## src/rtl/alu_pkg.sv

```systemverilog
// Purpose : shared opcode encoding, flag bit positions and opcode class helper for the pipelined ALU.
// Latency : n/a (type and function definitions only).
// Backpr. : n/a.
package alu_pkg;

   typedef enum logic [3:0] {
      TFRA  = 4'd0,
      ADD   = 4'd1,
      SUB   = 4'd2,
      INCRA = 4'd3,
      DECRA = 4'd4,
      INCRB = 4'd5,
      DECRB = 4'd6,
      TFRB  = 4'd7,
      OR_G  = 4'd8,
      XOR_G = 4'd9,
      AND_G = 4'd10,
      NOT_G = 4'd11
   } opcode_e;

   // Bit positions inside the 4-bit {V,N,C,Z} flag vector.
   localparam int FLAG_Z = 0;
   localparam int FLAG_C = 1;
   localparam int FLAG_N = 2;
   localparam int FLAG_V = 3;

   // Encodings at or above this value are reported as illegal.
   localparam int NUM_OPS = 12;

   function automatic logic is_arith(opcode_e op);
      return (op == ADD)   || (op == SUB)   || (op == INCRA) ||
             (op == DECRA) || (op == INCRB) || (op == DECRB);
   endfunction

endpackage

```

## src/rtl/alu_pipe_exec.sv

```systemverilog
// Purpose : combinational ALU datapath computing result, {V,N,C,Z} flags and illegal bit from stage-1 registers.
// Latency : 0 cycles (pure combinational).
// Backpr. : none; the enclosing pipeline decides when the outputs are captured.
// Ports   : a_i/b_i operands, op_i opcode; result_o (MSB = carry/borrow), flags_o {V,N,C,Z}, illegal_o.
// Build   : define ALU_SATURATE_EN to clamp arithmetic on carry/borrow instead of wrapping.
module alu_pipe_exec
   import alu_pkg::*;
#(
   parameter int DATA_WIDTH   = 8,
   parameter int OPCODE_WIDTH = 4
) (
   input  logic [DATA_WIDTH-1:0]   a_i,
   input  logic [DATA_WIDTH-1:0]   b_i,
   input  logic [OPCODE_WIDTH-1:0] op_i,
   output logic [DATA_WIDTH:0]     result_o,
   output logic [3:0]              flags_o,
   output logic                    illegal_o
);

   localparam int W = DATA_WIDTH;

   opcode_e      op;
   logic         arith;
   logic         sub_en;
   logic [W-1:0] x;
   logic [W-1:0] y;
   logic [W:0]   sum;
   logic         carry;
   logic         ovf;
   logic [W-1:0] lo;

   always_comb begin
      illegal_o = (op_i >= OPCODE_WIDTH'(NUM_OPS));
      // Illegal encodings behave exactly like a transfer of A.
      op        = illegal_o ? TFRA : opcode_e'(op_i[3:0]);
      arith     = is_arith(op);
      sub_en    = (op == SUB) || (op == DECRA) || (op == DECRB);

      // One shared adder: INC/DEC are ADD/SUB with a constant 1 as second operand.
      x   = ((op == INCRB) || (op == DECRB)) ? b_i : a_i;
      y   = ((op == ADD) || (op == SUB)) ? b_i : W'(1);
      // Zero-extended subtract leaves the borrow in the top bit.
      sum = sub_en ? ({1'b0, x} - {1'b0, y}) : ({1'b0, x} + {1'b0, y});

      carry = arith & sum[W];
      ovf   = arith & (sub_en ? (x[W-1] != y[W-1]) : (x[W-1] == y[W-1]))
                    & (sum[W-1] != x[W-1]);

      case (op)
         ADD, SUB, INCRA, DECRA, INCRB, DECRB: lo = sum[W-1:0];
         TFRB:    lo = b_i;
         OR_G:    lo = a_i | b_i;
         XOR_G:   lo = a_i ^ b_i;
         AND_G:   lo = a_i & b_i;
         NOT_G:   lo = ~a_i;
         default: lo = a_i;
      endcase

`ifdef ALU_SATURATE_EN
      // Unsigned clamp; the carry/borrow bit and V still describe the raw operation.
      if (carry) begin
         lo = sub_en ? '0 : '1;
      end
`else
`endif

      result_o         = {carry, lo};
      flags_o          = '0;
      flags_o[FLAG_Z]  = (lo == '0);
      flags_o[FLAG_C]  = carry;
      flags_o[FLAG_N]  = lo[W-1];
      flags_o[FLAG_V]  = ovf;
   end

endmodule

```

## src/rtl/alu_pipe.sv

```systemverilog
// Purpose : 2-stage valid/ready pipelined ALU (S1 = operand registers, S2 = result registers).
// Latency : a beat presented with in_valid&&in_ready in cycle k shows on the outputs in cycle k+2.
// Backpr. : out_ready=0 freezes S2 outputs; S1 holds and in_ready falls once S1 is occupied.
// Ports   : clk, rst (sync, active-high); in_valid/in_ready with a_in, b_in, opcode_in;
//           out_valid/out_ready with result_out (MSB = carry/borrow), flags_out {V,N,C,Z}, illegal_out.
// Build   : ALU_SATURATE_EN selects clamping arithmetic in alu_pipe_exec; ports and latency unchanged.
module alu_pipe
   import alu_pkg::*;
#(
   parameter int DATA_WIDTH   = 8,
   parameter int OPCODE_WIDTH = 4
) (
   input  logic                    clk,
   input  logic                    rst,
   input  logic                    in_valid,
   output logic                    in_ready,
   input  logic [DATA_WIDTH-1:0]   a_in,
   input  logic [DATA_WIDTH-1:0]   b_in,
   input  logic [OPCODE_WIDTH-1:0] opcode_in,
   output logic                    out_valid,
   input  logic                    out_ready,
   output logic [DATA_WIDTH:0]     result_out,
   output logic [3:0]              flags_out,
   output logic                    illegal_out
);

   localparam int W = DATA_WIDTH;

   logic                    s1_vld_q, s1_vld_d;
   logic [W-1:0]            s1_a_q, s1_a_d;
   logic [W-1:0]            s1_b_q, s1_b_d;
   logic [OPCODE_WIDTH-1:0] s1_op_q, s1_op_d;

   logic                    s2_vld_q, s2_vld_d;
   logic [W:0]              s2_res_q, s2_res_d;
   logic [3:0]              s2_flags_q, s2_flags_d;
   logic                    s2_ill_q, s2_ill_d;

   logic                    s1_adv;
   logic                    s2_adv;

   logic [W:0]              exe_res;
   logic [3:0]              exe_flags;
   logic                    exe_ill;

   alu_pipe_exec #(
      .DATA_WIDTH   (DATA_WIDTH),
      .OPCODE_WIDTH (OPCODE_WIDTH)
   ) u_exec (
      .a_i       (s1_a_q),
      .b_i       (s1_b_q),
      .op_i      (s1_op_q),
      .result_o  (exe_res),
      .flags_o   (exe_flags),
      .illegal_o (exe_ill)
   );

   always_comb begin
      // S2 moves when empty or drained this cycle; S1 may then refill in the same cycle.
      s2_adv   = !s2_vld_q || out_ready;
      s1_adv   = !s1_vld_q || s2_adv;
      in_ready = s1_adv;

      s1_vld_d   = s1_vld_q;
      s1_a_d     = s1_a_q;
      s1_b_d     = s1_b_q;
      s1_op_d    = s1_op_q;
      s2_vld_d   = s2_vld_q;
      s2_res_d   = s2_res_q;
      s2_flags_d = s2_flags_q;
      s2_ill_d   = s2_ill_q;

      if (s2_adv) begin
         s2_vld_d = s1_vld_q;
         if (s1_vld_q) begin
            s2_res_d   = exe_res;
            s2_flags_d = exe_flags;
            s2_ill_d   = exe_ill;
         end
      end

      if (s1_adv) begin
         s1_vld_d = in_valid;
         if (in_valid) begin
            s1_a_d  = a_in;
            s1_b_d  = b_in;
            s1_op_d = opcode_in;
         end
      end
   end

   always_ff @(posedge clk) begin
      if (rst) begin
         s1_vld_q   <= 1'b0;
         s1_a_q     <= '0;
         s1_b_q     <= '0;
         s1_op_q    <= '0;
         s2_vld_q   <= 1'b0;
         s2_res_q   <= '0;
         s2_flags_q <= '0;
         s2_ill_q   <= 1'b0;
      end else begin
         s1_vld_q   <= s1_vld_d;
         s1_a_q     <= s1_a_d;
         s1_b_q     <= s1_b_d;
         s1_op_q    <= s1_op_d;
         s2_vld_q   <= s2_vld_d;
         s2_res_q   <= s2_res_d;
         s2_flags_q <= s2_flags_d;
         s2_ill_q   <= s2_ill_d;
      end
   end

   assign out_valid   = s2_vld_q;
   assign result_out  = s2_res_q;
   assign flags_out   = s2_flags_q;
   assign illegal_out = s2_ill_q;

endmodule

```

## config.mk

```make
export PLATFORM = sky130hd
export DESIGN_NAME = alu_pipe
export DESIGN_NICKNAME = d
export VERILOG_FILES = /design/src/rtl/alu_pkg.sv /design/src/rtl/alu_pipe_exec.sv /design/src/rtl/alu_pipe.sv
export SDC_FILE = /design/constraint.sdc
export NUM_CORES = 1
export LEC_CHECK = 0
export ABC_AREA = 1
export ABC_CLOCK_PERIOD_IN_PS = 3900
export BUFFER_PORTS_ARGS = -buffer_cell sky130_fd_sc_hd__buf_4
export CAP_MARGIN = 20
export CORE_AREA = 10 10 80 82
export DETAILED_ROUTE_END_ITERATION = 7
export DIE_AREA = 0 0 90 92
export PLACE_DENSITY = 0.77
export SLEW_MARGIN = 20
export SYNTH_ARGS = -nofsm -noshare
export SYNTH_HDL_FRONTEND = slang
export SYNTH_SLANG_ARGS = --single-unit
```

## constraint.sdc

```tcl
create_clock -name clk -period 3.9 [get_ports clk]
set_input_delay 0.195 -clock clk [delete_from_list [all_inputs] [get_ports clk]]
set_output_delay 0.195 -clock clk [all_outputs]
set_load 0.01 [all_outputs]
```

[After elaboration in Yosys (flattened, before gate mapping)]
Index checks and enable logic that the tools add are counted.
Widths: inputs -> output; s select.
Word-level totals
  input port bits: 24
  register bits after elaboration: 36
  output and inout bits: 16
  logic and storage cells: 54
Operators by class
  equality and inequality tests: 14
  multiplexer cells: 6
  bitwise gates (word level): 7
  reductions and logical operators: 16
  $add $sub $neg: 2
  magnitude comparators: 1
Operator list (number)
  $pmux 8 s6: 1
  $eq 4x3->1 const B: 4
  $eq 4x4->1 const B: 4
  $mux 8: 2
  $logic_or 1x1->1: 10
  $add 8x8->9: 1
  $mux 9: 1
  $sub 8x8->9: 1
  $and 8x8->8: 1
  $eq 4x2->1 const B: 2
  $logic_not 8->1: 1
  $not 8->8: 1
  $or 8x8->8: 1
  $xor 8x8->8: 1
  $reduce_or 6->1: 1
  $eq 4x1->1 const B: 1
  $ge 4x4->1 const B: 1
  $mux 4: 1
  $reduce_and 2->1: 2
  $and 1x1->1: 3
  $logic_not 1->1: 2
  $ne 1x1->1: 2
  $eq 1x1->1: 1
  $mux 1: 1

[Logic depth before layout (Yosys ltp)]
  word-level depth: 10
  gate-level depth with buffers: 25
  gate-level depth less buffers: 25

[Cells and area by module]
Synthesis repeated with hierarchy kept, for this count alone.
Unflattened totals
  cell total of the unflattened synthesis: 514
  area, all modules: 3240.6 µm²
Modules (own cells, without submodules)
  alu_pipe_exec: cells an instance 297, area each 1697.9 µm², instances 1
  alu_pipe: cells an instance 217, area each 1542.7 µm², instances 1

[Least setup slack after synthesis]
Ideal clock, no wire load.
  kind: flip-flop to flip-flop
  from: reg s1_op_q[2]
  to: reg s2_flags_q[0] (netlist: flags_out[0])
  period minus slack after synthesis: 3.071 ns
  buffers on the path: 0
  required time: 3.834 ns
  arrival time: 3.005 ns
  library setup time: 0.066 ns
  stages on the path, launching flop included: 25
  path slack: 0.829 ns
  cell sequence: dfxtp_1 ha_1 inv_2 nand3_1 nand2_2 nand2_2 inv_2 nand3_2 nor2_1 nand2_1 o21ai_0 xnor2_1 inv_1 ha_1 nand2_1 or2_2 nand3_1 nand2_1 nand3_1 nand3_1 o21ai_1 nand3_1 nor2_1 nand3_1 a21oi_2
On the way
  word-level cells in the longest chain between the ends: 9
  elaborated cells between the ends (all ways): 25
  those cells by class: 2 x add/sub; 1 x order compare; 11 x eq/ne; 5 x mux; 6 x reduce/logical
Ends and longest elaborated chain
  from (decl): line alu_pipe.sv:32  | logic [OPCODE_WIDTH-1:0] s1_op_q, s1_op_d;
  from (signal assigned): line alu_pipe.sv:106  | s1_op_q <= s1_op_d;
  $ge 4x4->1 (*): line alu_pipe_exec.sv:33  | illegal_o = (op_i >= OPCODE_WIDTH'(NUM_OPS));
  via exe_ill: line alu_pipe.sv:44  | logic exe_ill;
  $mux 4 (*): line alu_pipe_exec.sv:35  | op = illegal_o ? TFRA : opcode_e'(op_i[3:0]);
  $eq 4x3->1 (tied with other cells): line alu_pipe_exec.sv:40, alu_pipe_exec.sv:49
  $logic_or 1x1->1, on equally long branches: line alu_pipe_exec.sv:40, alu_pipe_exec.sv:41
  $mux 8, on equally long branches: line alu_pipe_exec.sv:40, alu_pipe_exec.sv:41
  $add 8x8->9 or $sub 8x8->9 (tied branches): line alu_pipe_exec.sv:43  | sum = sub_en ? ({1'b0, x} - {1'b0, y}) : ({1'b0, x} + {1'b0, y});
  $mux 9: line alu_pipe_exec.sv:43
  $pmux 8 s6 (*): line alu_pipe_exec.sv:49  | case (op)
  $logic_not 8->1 (*): line alu_pipe_exec.sv:69  | flags_o[FLAG_Z] = (lo == '0);
  to (signal assigned): line alu_pipe.sv:109  | s2_flags_q <= s2_flags_d;
  to (decl): line alu_pipe.sv:36  | logic [3:0] s2_flags_q, s2_flags_d;
Mark *: on every way through the listed nets, which the timed path passes. The rest lies on a longest branch.
A chain may end at the register's enable or synchronous reset.

[Final worst setup path]
  from: reg s1_op_q[3]
  to: reg s2_flags_q[0] (netlist: flags_out[0])
Same word-level chain as after synthesis.

==> impl_metrics.ini <==
[power_and_ir_drop]
intPower_mw = 0.779
powerDensity_nw_per_um2 = 379
p_leak_nw = 1.53
ir_worst_vdd_v = 0.000414
seqPwrFrac = 0.330
swShare = 0.349
p_comb_frac = 0.339
clockPowerShare = 0.331
total_power_mw = 1.20
p_switching_mw = 0.417

[worst_setup_path]
crit_buf_inv = 3
crit_top_cell = nand3_1
critPathArrivalTime_ns = 3.68
timing.rr.end = flags_out[0]
max_stage_delay_ns = 0.34
cp_data_required_time_ns = 4.13
path_depth = 24
crit_path_cell_trace = ha_1 > inv_2 > nand3_1 > nand2_2 > nand2_2 > inv_2 > nand3_2 > nor2_1 > nand2_1 > o21ai_0 > xnor2_1 > inv_1 > ha_1 > nand2_1 > or2_2 > nand3_1 > nand2_1 > nand3_1 > nand3_1 > o21ai_1 > nand3_1 > nor2_1 > nand3_1 > a21oi_2
reg2reg_depth = 24
end_kind = register
cp_max_fo = 7
rr_startpoint = s1_op_q[3]
reg2reg_slack_ns = 0.45
worstSetupEndpoint = flags_out[0]
cp_slowest_cell = dfxtp_1
critPathKind = register to register
start_kind = register
crit_family = simple AND/OR/NAND/NOR gates
critical_path.startpoint = s1_op_q[3]

[clock_network]
cts.reportedPaths.clkPinSlew_ns = 0.07
cts-root-buf = clkbuf_8
cts_buffers = 5
cts.sinks = 34
cts_tree = built
cts_setup_buffers = 0
cts_max_level = 2
clockBufferDepth = 2
holdBufCountCts = 0
clk_latency_ns = 0.29
post_cts_resized = 0

[global_routing]
grt_antenna_before_repair = 0
grt_pass1_wl_um = 12400
grt-ovfl-total = 0
grt_pass1_vias = 2701
grt.total_usage = 0.176
grt_max_degree = 42

[yosys]
synth_cell_types = 39
syn_nets = 459
synth_cells = 407
synth_warnings = 0
synth.avg_cell_area_sq_um = 6.62
ys_ff_latch = 34
ys_seq_area_frac = 0.252
mappedNetlistArea_sq_um = 2700

[drt]
viasPerCell = 5.25
wl_met1_um = 3320
num_vias = 2686
top_layer = met4
drtIter0Drc = 202
routed_wl_um = 7170
drtAntennaViolNets = 0
wl_met3_um = 391
wl_per_cell_um = 14.0
met2_length_um = 3360
first_pass_iters = 5
drc_errors = 0

[placement]
hpwl_um = 5570
place_congestion = 0.918
placed_cells = 504
portBuffers = 39

[floorplan]
ioPinCount = 40
rows = 26
die_w_um = 90
die_area_sq_um = 8280
fp.dieH_um = 92
initial_core_util = 0.549
core_sq_um = 4910

[flow_run]
cap_violations = 0

[sta]
final-max-slew-violation-count = 0
tightest_slew_ns = 0.712
finClkSkew_ns = 0.00756
max-slew-margin-rel = 0.525
min_period_over_period = 0.885
hold_violations = 0
tns_ns = 0
setup_viol = 0
max_freq_ghz = 0.290
hold_ws_ns = 0.113
finalCriticalPeriod_ns = 3.45
rsz0062_at_grt = false

[worst_hold_path]
whs_path_depth = 2
hp-class = primary input to register

[cells_and_area]
final_util = 0.642
nNetsFinal = 493
layout.cells.non_filler = 512
areaGrowthSynthToFinish_pct = 17.0
drive_gt1_frac = 0.172
n_antenna_cell = 0

[status]
status = finished, final reports clean
==> placed cells by master (no fill, tap or decap), types with 2 or more instances in the layout <==
cell type and instances:
nand2_1 84, o21ai_0 49, inv_1 42, a21oi_1 39, buf_4 39, dfxtp_1 34, nor2_1 29, ha_1 27
nand3_1 26, nand2_2 9, nand4_1 9, inv_2 6, xnor2_1 5, clkbuf_8 5, nand3_2 4, xor2_1 4
nor3_1 3, nand3b_1 3, nor2_4 2, or2_2 2, o21ai_1 2, nor2_2 2, bufinv_16 2
==> worst min-delay path by stage <==
stage,start,end,slack [ns]
final,rst,flags_out[0],0.11
after global routing,rst,flags_out[0],0.12
after CTS,rst,flags_out[0],0.10
after detailed placement,rst,flags_out[0],0.42
after global placement,rst,flags_out[0],0.41
after floorplan,rst,flags_out[0],0.26
==> metrics by stage <==
step	setup WS, ns	cell area [sq um]
floorplan	0.829	2700
global placement	0.610	3020
finish	0.447	3160
CTS	0.465	3150
detailed placement	0.489	3020
global route	0.0579	3160
==> Yosys cell counts (all sizes together) <==
cell    instances  area [sq um]
buf             6          38.8
fa              1          20.0
dfxtp          34           681
nand2          94           380
o21ai          51           255
nand4           9          56.3
or2             4          25.0
nand3          30           170
o21bai          1          7.51
o22ai           1          6.26
a31oi           1          6.26
a21oi          40           204
nor2           33           144
o211ai          1          7.51
nor3            3          15.0
inv            50           195
nor4            1          6.26
ha             27           338
xnor2           5          43.8
xor2            4          35.0
o21a            1          7.51
clkbuf          6          22.5
o221ai          1          8.76
nand3b          3          22.5
==> registers in the layout, indices dropped and copies added (netlist names) <==
register and count:
out_valid 1, result_out 8, flags_out 3, s1_a_q 8, s1_b_q 8, s1_op_q 4, illegal_out 1, s1_vld_q 1
==> routing by layer <==
layer	global-route usage	up-vias
li1	-	1408
met1	0.218	1206
met2	0.297	62
met3	0.0391	10
met4	0.0531	0
met5	0	-
==> worst register-to-register path, stage by stage (launching register included) <==
cell     delay (ns)
dfxtp_1        0.34
ha_1           0.25
inv_2          0.13
nand3_1        0.12
nand2_2        0.13
nand2_2        0.12
inv_2          0.08
nand3_2        0.07
nor2_1         0.13
nand2_1        0.08
o21ai_0        0.20
xnor2_1        0.14
inv_1          0.06
ha_1           0.33
nand2_1        0.08
or2_2          0.31
nand3_1        0.09
nand2_1        0.06
nand3_1        0.08
nand3_1        0.08
o21ai_1        0.11
nand3_1        0.10
nor2_1         0.10
nand3_1        0.09
a21oi_2        0.11
==> cell families after synthesis <==
logic type,Yosys count,share of synthesized area
AO/OA/AOI/OAI,97,0.187
XOR/XNOR,9,0.0292
adder cells (fa/ha/maj),28,0.133
buffers and inverters,62,0.0951
flip-flops,34,0.252
AND/OR/NAND/NOR,177,0.304
==> final cells by class <==
class	instances	area, sq um
Multi-Input combinational cell	311	1760
Timing Repair Buffer	39	293
Clock inverter	3	68.8
Inverter	50	195
Sequential cell	34	681
Clock buffer	5	68.8
Tap cell	70	87.6
Fill cell	455	1760
==> power by group through the flow <==
stage                     logic, mW  registers, mW  clock network, mW
after floorplan               0.289          0.400                  0
after global routing          0.461          0.398              0.418
after detailed placement      0.400          0.402                  0
final                         0.405          0.395              0.396
after CTS                     0.403          0.395              0.401
after global placement        0.392          0.402                  0
Note: power is estimated with default switching activity, not from simulation.
